[src/rtl/lane_alloc_queue_pointer.sv]
// lane_alloc_queue_pointer: head/tail/occupancy controller for a circular
// buffer with sparse multi-lane allocation, multi-entry release at the head
// and single-cycle tail recovery. Entry storage lives in the owning queue.
//
// Optional feature macro: QUEUE_POINTER_POP_GUARD_EN
//   defined   : pops are clipped to min(popCount, count, POP_WIDTH) and a
//               sticky popUnderflow output flags any clipping.
//   undefined : pops are taken as-is; assertions flag over-pop and
//               occupancy overflow.
//
// Handshake: pushAccept is an all-or-nothing grant for the whole pushReq
// mask. When pushAccept is high, every lane with pushReq[i] set owns slot
// pushPtr[i] in that same cycle; when low, nothing is allocated.
module lane_alloc_queue_pointer #(
    parameter int SIZE             = 16,
    parameter int PUSH_WIDTH       = 2,
    parameter int POP_WIDTH        = 2,
    parameter int INITIAL_HEAD_PTR = 0,
    parameter int INITIAL_TAIL_PTR = 0,
    parameter int INITIAL_COUNT    = 0,
    localparam int IDX = $clog2(SIZE),
    localparam int CW  = IDX + 1,
    localparam int PCW = $clog2(POP_WIDTH) + 1
) (
    input  logic                       clk,
    input  logic                       rst,
    input  logic [PUSH_WIDTH-1:0]      pushReq,
    output logic                       pushAccept,
    output logic [PUSH_WIDTH*IDX-1:0]  pushPtr,
    input  logic [PCW-1:0]             popCount,
    input  logic                       recover,
    input  logic [IDX-1:0]             recoverTailPtr,
    output logic [IDX-1:0]             headPtr,
    output logic [IDX-1:0]             tailPtr,
    output logic [CW-1:0]              count,
    output logic [CW-1:0]              freeCount,
    output logic                       full,
    output logic                       empty
`ifdef QUEUE_POINTER_POP_GUARD_EN
    ,
    output logic                       popUnderflow
`endif
);

    logic [IDX-1:0] r_head;
    logic [IDX-1:0] r_tail;
    logic [CW-1:0]  r_count;
    logic [CW-1:0]  r_free;
    logic           r_full;
    logic           r_empty;

    logic [CW-1:0]  w_req_num;
    logic [CW-1:0]  w_slot [PUSH_WIDTH];
    logic           w_accept;
    logic [CW-1:0]  w_pop_req;
    logic [CW-1:0]  w_eff_pop;
    logic [IDX-1:0] w_head_next;
    logic [IDX-1:0] w_tail_next;
    logic [CW-1:0]  w_recover_count;
    logic [CW-1:0]  w_count_next;

    // Modular add for non-power-of-two sizes: one wide add, one conditional
    // subtract. Operands are always < SIZE so a single subtract suffices.
    function automatic logic [IDX-1:0] wrap_add(input logic [IDX-1:0] base,
                                                input logic [CW-1:0]  inc);
        logic [CW-1:0] sum;
        sum = {1'b0, base} + inc;
        if (sum >= CW'(SIZE)) begin
            sum = sum - CW'(SIZE);
        end
        return sum[IDX-1:0];
    endfunction

    // Prefix popcount: each requesting lane gets the next compacted slot.
    always_comb begin
        w_req_num = '0;
        for (int i = 0; i < PUSH_WIDTH; i++) begin
            w_slot[i] = w_req_num;
            if (pushReq[i]) begin
                w_req_num = w_req_num + CW'(1);
            end
        end
    end

    // Grant against registered free space only; recovery blocks allocation.
    always_comb begin
        w_accept = !recover && (w_req_num <= r_free);
        pushPtr  = '0;
        for (int i = 0; i < PUSH_WIDTH; i++) begin
            pushPtr[i*IDX +: IDX] = wrap_add(r_tail, w_slot[i]);
        end
    end

    assign w_pop_req = CW'(popCount);

`ifdef QUEUE_POINTER_POP_GUARD_EN
    logic w_clip;
    logic r_pop_uf;

    // Clip the pop to what is held and to the lane limit.
    always_comb begin
        w_eff_pop = w_pop_req;
        if (w_eff_pop > r_count) begin
            w_eff_pop = r_count;
        end
        if (w_eff_pop > CW'(POP_WIDTH)) begin
            w_eff_pop = CW'(POP_WIDTH);
        end
        w_clip = (w_eff_pop != w_pop_req);
    end

    // Sticky record that some pop request was clipped.
    always_ff @(posedge clk) begin
        if (rst) begin
            r_pop_uf <= 1'b0;
        end else begin
            r_pop_uf <= r_pop_uf | w_clip;
        end
    end

    assign popUnderflow = r_pop_uf;
`else
    assign w_eff_pop = w_pop_req;

    // Releasing more than is held corrupts occupancy: a caller bug.
    a_pop_le_count: assert property (@(posedge clk) disable iff (rst)
        w_pop_req <= r_count);
    a_count_le_size: assert property (@(posedge clk) disable iff (rst)
        r_count <= CW'(SIZE));
`endif

    // Next pointers and occupancy; recovery recounts from the post-pop head.
    always_comb begin
        w_head_next = wrap_add(r_head, w_eff_pop);
        if (recoverTailPtr >= w_head_next) begin
            w_recover_count = {1'b0, recoverTailPtr} - {1'b0, w_head_next};
        end else begin
            w_recover_count = {1'b0, recoverTailPtr} + CW'(SIZE) - {1'b0, w_head_next};
        end
        w_tail_next  = r_tail;
        w_count_next = r_count - w_eff_pop;
        if (recover) begin
            w_tail_next  = recoverTailPtr;
            w_count_next = w_recover_count;
        end else if (w_accept) begin
            w_tail_next  = wrap_add(r_tail, w_req_num);
            w_count_next = r_count + w_req_num - w_eff_pop;
        end
    end

    // Pointer and occupancy state, with status flags registered alongside.
    always_ff @(posedge clk) begin
        if (rst) begin
            r_head  <= IDX'(INITIAL_HEAD_PTR);
            r_tail  <= IDX'(INITIAL_TAIL_PTR);
            r_count <= CW'(INITIAL_COUNT);
            r_free  <= CW'(SIZE - INITIAL_COUNT);
            r_full  <= (INITIAL_COUNT == SIZE);
            r_empty <= (INITIAL_COUNT == 0);
        end else begin
            r_head  <= w_head_next;
            r_tail  <= w_tail_next;
            r_count <= w_count_next;
            r_free  <= CW'(SIZE) - w_count_next;
            r_full  <= (w_count_next == CW'(SIZE));
            r_empty <= (w_count_next == '0);
        end
    end

    assign pushAccept = w_accept;
    assign headPtr    = r_head;
    assign tailPtr    = r_tail;
    assign count      = r_count;
    assign freeCount  = r_free;
    assign full       = r_full;
    assign empty      = r_empty;

endmodule

[config.mk]
export PLATFORM = sky130hd
export DESIGN_NAME = lane_alloc_queue_pointer
export DESIGN_NICKNAME = d
export VERILOG_FILES = /design/src/rtl/lane_alloc_queue_pointer.sv
export SDC_FILE = /design/constraint.sdc
export NUM_CORES = 1
export LEC_CHECK = 0
export CELL_PAD_IN_SITES_DETAIL_PLACEMENT = 1
export CELL_PAD_IN_SITES_GLOBAL_PLACEMENT = 1
export CORE_UTILIZATION = 50
export CTS_CLUSTER_DIAMETER = 40
export DETAILED_ROUTE_END_ITERATION = 6
export DONT_BUFFER_PORTS = 1
export GPL_ROUTABILITY_DRIVEN = 0
export PLACE_DENSITY_LB_ADDON = 0.08
export SYNTH_ARGS = -nofsm -noshare
export SYNTH_HDL_FRONTEND = slang
export SYNTH_SLANG_ARGS = --single-unit
[constraint.sdc]
create_clock -name clk -period 11.5 [get_ports clk]
set_clock_uncertainty 0.05 [all_clocks]
set_input_delay 3.45 -clock clk [delete_from_list [all_inputs] [get_ports clk]]
set_output_delay 3.45 -clock clk [all_outputs]
set_load 0.02 [all_outputs]
Word level (Yosys, flattened, before mapping)
Cells that the tools add are included.

storage, ports and cells
  flip-flop bits (word level) = 20
  input port bits = 11
  output and inout bits = 29
  logic and storage cells = 43

operators by class
  add/subtract/negate cells = 15
  $lt $le $gt $ge = 6
  equality and inequality tests = 1
  multiplexer cells = 11
  reduce and logical (&&, ||, !) cells = 4

operators by type and width
  kind                 count
  $mux 4               6
  $mux 5               4
  $sub 4x1->4 const B  4
  $ge 5x5->1 const B   3
  $sub 5x2->5          2
  $add 4x1->5          1
  $add 4x2->5          1
  $add 4x5->5          1
  $add 4x5->5 const B  1
  $add 5x1->5 const B  1
  $add 5x5->5          1
  $eq 5x5->1 const B   1
  $ge 4x5->1 const B   1
  $le 5x5->1           1
  $logic_not 5->1      1
  $sub 4x4->5          1
  $sub 5x4->5          1
  $sub 5x5->5 const A  1
  $ge 4x4->1           1
  $reduce_bool 2->1    1
  $logic_and 1x1->1    1
  $logic_not 1->1      1
  $mux 1               1

Longest topological paths before layout
Gate-level depths: netlist (run 1).

  depth in word-level cells = 8
  gate-level depth with buffers = 14
  depth with buffers taken out = 14

Worst setup path after synthesis (run 1)
No wires, ideal clock.

  path kind = input-to-output
  start = input pushReq[0]
  end = output pushAccept
  arrival time = 4884 ps
  data required time = 8000 ps
  slack = 3116 ps
  cell stages on the path = 6
  path buffers = 0
  cell sequence = ha_1 > inv_1 > ha_1 > a2111oi_4 > o21a_4 > nor2_1

on the way
  cells in the longest elaborated chain, start to end = 5

RTL lines
  element              RTL line  source
  start, declared      27        input logic [PUSH_WIDTH-1:0] pushReq,
  $mux 1 *             79        if (pushReq[i]) begin
  $add 5x1->5          80        w_req_num = w_req_num + CW'(1);
  $mux 5 *             79
  $le 5x5->1 *         87        w_accept = !recover && (w_req_num <= r_free);
  $logic_and 1x1->1 *  87
  end, declared        28        output logic pushAccept,

Mark *: on every way between the ends. The rest lies on a longest branch, timed or not.

Final worst setup path (run 1)
Same ends and word-level chain as after synthesis.

==> results of run 1 <==
## critical path, stage by stage
cell and delay [ns]:
ha_1 0.28, inv_1 0.07, ha_1 0.33, a2111oi_4 0.55
o21a_4 0.26, nor2_1 0.12
## cell usage after synthesis, types with 2 or more instances
master	n
fa_1	6
buf_4	5
and3_1	2
nand2b_1	3
xnor2_1	7
nor3_1	3
dfxtp_1	19
a21oi_1	7
nand3_1	5
mux2i_1	2
o21ai_0	3
nor2_1	21
nor2b_1	6
or2_2	3
xor2_1	5
clkbuf_1	2
o32ai_1	2
inv_1	24
nand2_1	7
a21o_1	2
ha_1	24
## how the worst max path moves through the flow
stage / slack (ns) / endpoint / startpoint
2_1_floorplan: 3.12 / pushAccept / pushReq[0]
5_1_grt: 2.81 / pushAccept / pushReq[0]
4_1_cts: 2.93 / pushAccept / pushReq[0]
6_report: 2.93 / pushAccept / pushReq[0]
3_3_place_gp: 3.06 / pushAccept / pushReq[0]
3_5_place_dp: 2.93 / pushAccept / pushReq[0]
## where the power goes
group / leakage [nW] / internal, W / total (W) / switching [W]
Combinational: 0.595 / 0.0000829 / 0.000192 / 0.000109
Clock: 0.0139 / 0.0000133 / 0.0000351 / 0.0000219
Sequential: 0.158 / 0.0000830 / 0.000131 / 0.0000484
## cell type report
class	count	area, um2
Tap cell	44	55.1
Sequential cell	19	380
Clock buffer	3	22.5
Inverter	25	93.8
Fill cell	373	1410
Clock inverter	1	7.51
Multi-Input combinational cell	130	1080
## stage by stage
stage,setup WS [ns],hold slack [ns],area [um2]
finish,2.93,0.644,1640
CTS,2.93,0.649,1640
global route,2.81,0.680,1640
global placement,3.06,0.609,1610
floorplan,3.12,0.580,1600
detailed placement,2.93,0.623,1610
## flip-flops by register name (all words and copies together) (netlist names)
| signal | count |
|---|---|
| empty | 1 |
| count | 5 |
| headPtr | 4 |
| full | 1 |
| freeCount | 4 |
| tailPtr | 4 |
## layer usage
metal	vias up	wire length, um	track usage, %
met5	-	0	0
met3	14	228	4.62
met1	592	1650	29.5
met2	42	1880	41.9
met4	0	211	17.7
li1	601	-	-
## cell families after synthesis
logic type	after synthesis	share of synthesized area, %
AOI/OAI and AO/OA	29	15.2
DFF	19	23.7
adders and majority gates	30	26.2
and+or+nand+nor	57	18.1
buffers and inverters	33	8.97
muxes	2	1.25
xor gates and xnor gates	12	6.55
==> summary.txt, run 1 <==
RUN STATUS
--------------------------------------------------------------------------------
Result of the run ................................................. complete, no violations

CTS
--------------------------------------------------------------------------------
Latest clock arrival within the worst-skew pair ...................      0.31 ns
Clock slew at reported path FFs ...................................      0.10 ns
Clock sink count ..................................................           19
Buffers inserted by post-CTS timing repair ........................            0
Maximum level of the CTS H-tree ...................................            1
Clock tree from TritonCTS .........................................          yes
Resized Gates After CTS ...........................................            0
Buffer levels on the longest clock path ...........................            2
Hold-fix buffers at CTS ...........................................            0
Number of CTS-inserted buffers ....................................            3
CTS Root Cell .....................................................     clkbuf_4

CELLS AND AREA
--------------------------------------------------------------------------------
Utilization of the core after routing .............................        53.7%
Synth-to-layout area growth .......................................        2.18%
Antenna diode count ...............................................            0
Total number of nets in the final design ..........................          220
Final non-filler cell total .......................................          222
Fraction of layout instances using a drive strength above 1 .......        8.43%
Commonest cells after routing, fill and taps aside ................ inv_1 (24), ha_1 (24), nor2_1 (21), dfxtp_1 (19)

STA
--------------------------------------------------------------------------------
Final worst path period need ......................................      8.57 ns
Setup violations, final ...........................................            0
Max Clock Freq ....................................................      117 MHz
Count of final hold-check violations ..............................            0
Final sum of negative setup slack .................................         0 ns
Number of pins exceeding their max-slew limit in the final report .            0
Max-slew headroom at the worst pin ................................        60.9%
Unrepaired setup endpoints after global routing ...................           no
Final period util .................................................        74.5%
Worst slew pin tran ...............................................     0.586 ns

CRITICAL PATH
--------------------------------------------------------------------------------
Launching point of the worst reg2reg path .........................     count[1]
Largest fanout on the critical path ...............................            8
Required @ worst endpoint .........................................      8.00 ns
Worst reg2reg endpoint ............................................         full
Critical path data arrival time ...................................      5.07 ns
R2R cell count ....................................................           12
Kind of start point of the critical path .......................... primary input
Kind of critical path .............................................       in2out
Nature of the critical path endpoint ..............................  output port
Register-to-Register Setup Slack ..................................      8.06 ns

YOSYS
--------------------------------------------------------------------------------
Top-area cell type share of the netlist area ......................        23.7%
Flop and latch count out of synthesis .............................           19
Cell area after synthesis .........................................     1600 um2
Number of unique standard cell types used by synthesis ............           45
Cell accounting for the most synthesized area .....................      dfxtp_1
Post-synthesis cell count .........................................          182
Fraction of the yosys area taken by sequential cells ..............        23.7%
Largest cells by area after synthesis ............................. dfxtp_1 (24%), ha_1 (19%), fa_1 (7.5%), inv_1 (5.6%), nor2_1 (4.9%)
Mean instance size in the synthesized netlist .....................     8.81 um2
Count of flip-flops with a built-in enable after synthesis ........            0
Most common flop cell mapped by yosys .............................      dfxtp_1
Fraction of registers with async set/reset ........................           0%
Warnings, synthesis ...............................................            0
Syn nets ..........................................................          223

FLOORPLAN
--------------------------------------------------------------------------------
Overall die area ..................................................     3440 um2
Ports placed on the boundary ......................................           40
Chip Height .......................................................      58.6 um
Core outline area .................................................     3050 um2
Total number of placement rows ....................................           20
Die span in x .....................................................      58.6 um
Initial core utilization ..........................................        52.5%

ROUTING
--------------------------------------------------------------------------------
Vias per cell .....................................................         5.63
Number of vias after detailed routing .............................         1249
Number of iterations in the first detailed-routing pass ...........            4
WL/cell ...........................................................      17.9 um
First-iteration detailed-routing DRC count ........................           32
Final WL ..........................................................      3.97 mm
DRC violations left ...............................................            0
Residual antenna-violating net count after detailed routing .......            0

PWR
--------------------------------------------------------------------------------
Overall power after layout ........................................   0.000359 W
Leak pwr ..........................................................     0.766 nW
Worst supply voltage drop on vdd ..................................     0.108 mV
Pwr Density .......................................................   219 nW/um2

MIN PATH
--------------------------------------------------------------------------------
Hold WC Path Type .................................................      reg2reg
Min-Delay Endpoint ................................................   headPtr[3]
Startpoint of the lowest-slack hold path ..........................   headPtr[3]
Number of instances on the worst hold path ........................            2

GRT
--------------------------------------------------------------------------------
Overflow left after global routing ................................            0
Global-route wire length before repair ............................      6.27 mm
Vias in the first global route ....................................         1308
Tot GR Track Use ..................................................        25.3%
Pin count of the biggest net entering global routing ..............           20
Initial antenna violation count ...................................            0

JOB
--------------------------------------------------------------------------------
Number of max-cap violations ......................................            0

PLACED DESIGN
--------------------------------------------------------------------------------
Number of buffer cells added on primary ports .....................            0
# placed instances ................................................          218
DP HPWL ...........................................................      3.29 mm

(Power assumes the default switching activity.)
==> run 2, diff against run 1 <==
CORE_UTILIZATION = 42   (was 50)
clock period = 7.6 ns   (was 11.5 ns; I/O delays follow)
==> summary.txt, run 2 (same netlist as run 1, synthesis figures left out) <==
FLOORPLAN
--------------------------------------------------------------------------------
Core outline area .................................................     3660 um2
Initial core utilization ..........................................        43.8%
Chip Height .......................................................      63.8 um
Total number of placement rows ....................................           22
Ports placed on the boundary ......................................           40
Overall die area ..................................................     4070 um2
Die span in x .....................................................      63.8 um

PWR
--------------------------------------------------------------------------------
Leak pwr ..........................................................     0.774 nW
Pwr Density .......................................................   342 nW/um2
Worst supply voltage drop on vdd ..................................     0.111 mV

STA
--------------------------------------------------------------------------------
Count of final hold-check violations ..............................            0
Smallest setup slack after layout .................................      1.41 ns
Max-slew headroom at the worst pin ................................        55.8%
Final period util .................................................        81.5%
Worst slew pin tran ...............................................     0.656 ns
Unrepaired setup endpoints after global routing ...................           no
Setup violations, final ...........................................            0
Final worst path period need ......................................      6.19 ns
Final sum of negative setup slack .................................         0 ns
Max Clock Freq ....................................................      162 MHz
Number of pins exceeding their max-slew limit in the final report .            0

CTS
--------------------------------------------------------------------------------
Buffer levels on the longest clock path ...........................            2
Number of CTS-inserted buffers ....................................            3
Clock sink count ..................................................           19
Resized Gates After CTS ...........................................            0
CTS Root Cell .....................................................     clkbuf_8
Hold-fix buffers at CTS ...........................................            0
Maximum level of the CTS H-tree ...................................            1
Clock slew at reported path FFs ...................................      0.07 ns
Clock tree from TritonCTS .........................................          yes
Buffers inserted by post-CTS timing repair ........................            0
Latest clock arrival within the worst-skew pair ...................      0.27 ns

CELLS AND AREA
--------------------------------------------------------------------------------
Commonest cells after routing, fill and taps aside ................ inv_1 (24), ha_1 (24), nor2_1 (21), dfxtp_1 (19)
Utilization of the core after routing .............................        45.4%
Synth-to-layout area growth .......................................        3.67%
Antenna diode count ...............................................            0
Count of fill cells added during filler insertion .................          429
Max reg flops .....................................................            5
Fraction of layout instances using a drive strength above 1 .......        8.43%
Total number of nets in the final design ..........................          220

GRT
--------------------------------------------------------------------------------
Overflow left after global routing ................................            0
Initial antenna violation count ...................................            0
Pin count of the biggest net entering global routing ..............           20
Tot GR Track Use ..................................................        22.0%
Vias in the first global route ....................................         1323
Global-route wire length before repair ............................      6.66 mm

ROUTING
--------------------------------------------------------------------------------
Number of vias after detailed routing .............................         1228
First-iteration detailed-routing DRC count ........................           31
Number of iterations in the first detailed-routing pass ...........            4
Final WL ..........................................................      4.08 mm
WL/cell ...........................................................      18.1 um
Residual antenna-violating net count after detailed routing .......            0
Vias per cell .....................................................         5.43
DRC violations left ...............................................            0

CRITICAL PATH
--------------------------------------------------------------------------------
Register-to-Register Setup Slack ..................................      4.14 ns
Critical path, cell by cell ....................................... ha_1, inv_1, ha_1, a2111oi_4, o21a_4, nor2_1
Kind of start point of the critical path .......................... primary input
Critical path data arrival time ...................................      3.86 ns
Worst reg2reg endpoint ............................................         full
Kind of critical path .............................................       in2out
Slowest stage delay, CP ...........................................      0.54 ns
Required @ worst endpoint .........................................      5.27 ns
Largest fanout on the critical path ...............................            8
Most used cell, CP ................................................         ha_1
Nature of the critical path endpoint ..............................  output port
Cell class contributing the biggest share of worst-path delay ..... compound AO/OA/AOI/OAI gates
First element of the critical path ................................   pushReq[0]
Critical-path cell with the highest stage delay ...................    a2111oi_4
R2R cell count ....................................................           12
Worst Path Buf+Inv ................................................            1
Launching point of the worst reg2reg path .........................     count[1]

RUN STATUS
--------------------------------------------------------------------------------
Result of the run ................................................. complete, no violations

MIN PATH
--------------------------------------------------------------------------------
Startpoint of the lowest-slack hold path ..........................   headPtr[3]
Hold WC Path Type .................................................      reg2reg
Number of instances on the worst hold path ........................            2
Min-Delay Endpoint ................................................   headPtr[3]

PLACED DESIGN
--------------------------------------------------------------------------------
Post-Place Worst Slack ............................................      1.40 ns
DP HPWL ...........................................................      3.41 mm
Number of buffer cells added on primary ports .....................            0

JOB
--------------------------------------------------------------------------------
Number of max-cap violations ......................................            0

run 2: cell types whose count changed in the layout (fill, tap and decap cells not counted):
| cell | previous run | this run |
|---|---|---|
| clkbuf_4 | 3 | 0 |
| clkbuf_8 | 0 | 3 |
run 2: area by class of cell:
class                      count  area [um2]  area share [%]
tap                           48        60.1            3.61
multi-input combinational    130        1080            64.9
clock buffer                   3        41.3            2.48
sequential                    19         380            22.9
clock inverter                 1        7.51           0.451
inverter                      25        93.8            5.64
run 2: where the power goes:
group           total, W  internal (W)  switching (W)
sequential      0.000196      0.000126      0.0000705
combinational   0.000298      0.000126       0.000171
clock          0.0000749     0.0000371      0.0000378
total           0.000569      0.000289       0.000280
run 2: worst max-delay path by stage:
stage                       to  slack, ns  depth (start not counted)
floorplan           pushAccept       1.56                          6
global placement    pushAccept       1.46                          6
detailed placement  pushAccept       1.40                          6
CTS                 pushAccept       1.40                          6
global route        pushAccept       1.35                          6
finish              pushAccept       1.41                          6
run 2: routing by layer:
metal,track usage (%),up-vias,share of wire (%)
met1,26.9,600,44
met5,0,-,0
met3,3.39,7,3.6
met2,37.9,20,50
li1,-,601,-
met4,9.66,0,2.1
run 2: tightest hold or removal path, delay by kind of cell, from the launching register on:
kind / cells / cell delay [ns]
XOR/XNOR: 1 / 0.18
flip-flops: 1 / 0.39
AND/OR/NAND/NOR: 1 / 0.08
run 2: through the flow:
step	hold slack (ns)	total power [W]	cells	instance area [um2]
after floorplan	0.580	0.000424	182	1600
after global placement	0.607	0.000477	222	1610
after detailed placement	0.626	0.000496	222	1610
after CTS	0.645	0.000575	226	1660
after global routing	0.694	0.000614	226	1660
final	0.635	0.000569	226	1660
==> run 3, diff against run 2 <==
CORE_UTILIZATION = 47   (was 42)
clock period = 5.8 ns   (was 7.6 ns; I/O delays follow)
==> summary.txt, run 3 (same netlist as run 1, synthesis figures left out) <==
RUN STATUS
--------------------------------------------------------------------------------
Result of the run ................................................. complete, no violations

PWR
--------------------------------------------------------------------------------
Worst supply voltage drop on vdd ..................................     0.169 mV
Leak pwr ..........................................................     0.766 nW
Pwr Density .......................................................   427 nW/um2

STA
--------------------------------------------------------------------------------
Number of pins exceeding their max-slew limit in the final report .            0
Count of final hold-check violations ..............................            0
Final sum of negative setup slack .................................         0 ns
Unrepaired setup endpoints after global routing ...................           no
Worst slew pin tran ...............................................     0.702 ns
Max Clock Freq ....................................................      196 MHz
Final period util .................................................        88.0%
Max-slew headroom at the worst pin ................................        52.7%
Final worst path period need ......................................      5.10 ns
Setup violations, final ...........................................            0
Smallest setup slack after layout .................................     0.696 ns

ROUTING
--------------------------------------------------------------------------------
Final WL ..........................................................      3.75 mm
Number of vias after detailed routing .............................         1244
Residual antenna-violating net count after detailed routing .......            0
First-iteration detailed-routing DRC count ........................           31
Vias per cell .....................................................         5.60
Number of iterations in the first detailed-routing pass ...........            4
DRC violations left ...............................................            0
WL/cell ...........................................................      16.9 um

CTS
--------------------------------------------------------------------------------
Hold-fix buffers at CTS ...........................................            0
Number of CTS-inserted buffers ....................................            3
CTS Root Cell .....................................................     clkbuf_4
Resized Gates After CTS ...........................................            0
Clock sink count ..................................................           19
Maximum level of the CTS H-tree ...................................            1
Latest clock arrival within the worst-skew pair ...................      0.30 ns
Clock tree from TritonCTS .........................................          yes
Buffer levels on the longest clock path ...........................            2
Buffers inserted by post-CTS timing repair ........................            0
Clock slew at reported path FFs ...................................      0.11 ns

FLOORPLAN
--------------------------------------------------------------------------------
Die span in x .....................................................      60.4 um
Initial core utilization ..........................................        50.9%
Core outline area .................................................     3150 um2
Total number of placement rows ....................................           20
Overall die area ..................................................     3650 um2
Chip Height .......................................................      60.4 um
Ports placed on the boundary ......................................           40

MIN PATH
--------------------------------------------------------------------------------
Number of instances on the worst hold path ........................            2
Startpoint of the lowest-slack hold path ..........................   headPtr[3]
Hold WC Path Type .................................................      reg2reg
Min-Delay Endpoint ................................................   headPtr[3]

GRT
--------------------------------------------------------------------------------
Pin count of the biggest net entering global routing ..............           20
Global-route wire length before repair ............................      5.77 mm
Tot GR Track Use ..................................................        21.6%
Initial antenna violation count ...................................            0
Overflow left after global routing ................................            0
Vias in the first global route ....................................         1213

CRITICAL PATH
--------------------------------------------------------------------------------
Register-to-Register Setup Slack ..................................      2.44 ns
Launching point of the worst reg2reg path .........................   headPtr[0]
Kind of start point of the critical path .......................... primary input
Required @ worst endpoint .........................................      4.01 ns
Nature of the critical path endpoint ..............................  output port
Critical path data arrival time ...................................      3.31 ns
R2R cell count ....................................................           11
Largest fanout on the critical path ...............................            8
Kind of critical path .............................................       in2out
Worst reg2reg endpoint ............................................        empty

PLACED DESIGN
--------------------------------------------------------------------------------
Post-Place Worst Slack ............................................     0.696 ns
Number of buffer cells added on primary ports .....................            0
Post-detailed-placement cell area .................................     1610 um2
DP HPWL ...........................................................      3.09 mm

CELLS AND AREA
--------------------------------------------------------------------------------
Total number of nets in the final design ..........................          220
Max reg flops .....................................................            5
Fraction of layout instances using a drive strength above 1 .......        8.43%
Commonest cells after routing, fill and taps aside ................ inv_1 (24), ha_1 (24), nor2_1 (21), dfxtp_1 (19)
Final non-filler cell area ........................................     1640 um2
Synth-to-layout area growth .......................................        2.18%
Antenna diode count ...............................................            0

JOB
--------------------------------------------------------------------------------
Number of max-cap violations ......................................            0

## run 3: final cells by class
cell class                      count  area (um2)
Fill cell                         394        1510
Inverter                           25        93.8
Clock buffer                        3        22.5
Tap cell                           44        55.1
Multi-Input combinational cell    130        1080
Sequential cell                    19         380
Clock inverter                      1        7.51
## run 3: metal layers
metal | GRT usage (%) | up-vias | wire [um]
met3 | 3.62 | 7 | 198
li1 | - | 605 | -
met1 | 29.1 | 603 | 1740
met5 | 0 | - | 0
met2 | 35.8 | 29 | 1760
met4 | 6.17 | 0 | 46
## run 3: how the worst max path moves through the flow
stage	startpoint	to	slack, ns	cells past startpoint
global placement	pushReq[0]	pushAccept	0.76	6
floorplan	pushReq[0]	pushAccept	0.84	6
CTS	pushReq[0]	pushAccept	0.70	6
finish	pushReq[0]	pushAccept	0.70	6
detailed placement	pushReq[0]	pushAccept	0.70	6
global route	pushReq[0]	pushAccept	0.62	6
## run 3: power breakdown
group | total [W] | leakage, nW | switching, W | internal (W)
Clock | 0.0000710 | 0.0139 | 0.0000447 | 0.0000263
Sequential | 0.000256 | 0.158 | 0.0000915 | 0.000165
Combinational | 0.000372 | 0.595 | 0.000208 | 0.000164
Total | 0.000699 | 0.766 | 0.000344 | 0.000355
## run 3: worst max-delay path: stages
cell       delay [ns]
ha_1             0.27
inv_1            0.06
ha_1             0.30
a2111oi_4        0.55
o21a_4           0.26
nor2_1           0.12
## run 3: per-stage QoR
step	util, %	power, W	hold slack, ns	std cells
2_1_floorplan	-	0.000556	0.580	182
3_3_place_gp	51.0	0.000613	0.609	218
3_5_place_dp	51.0	0.000632	0.649	218
4_1_cts	52.0	0.000705	0.676	222
5_1_grt	52.0	0.000760	0.697	222
6_report	52.0	0.000699	0.667	222
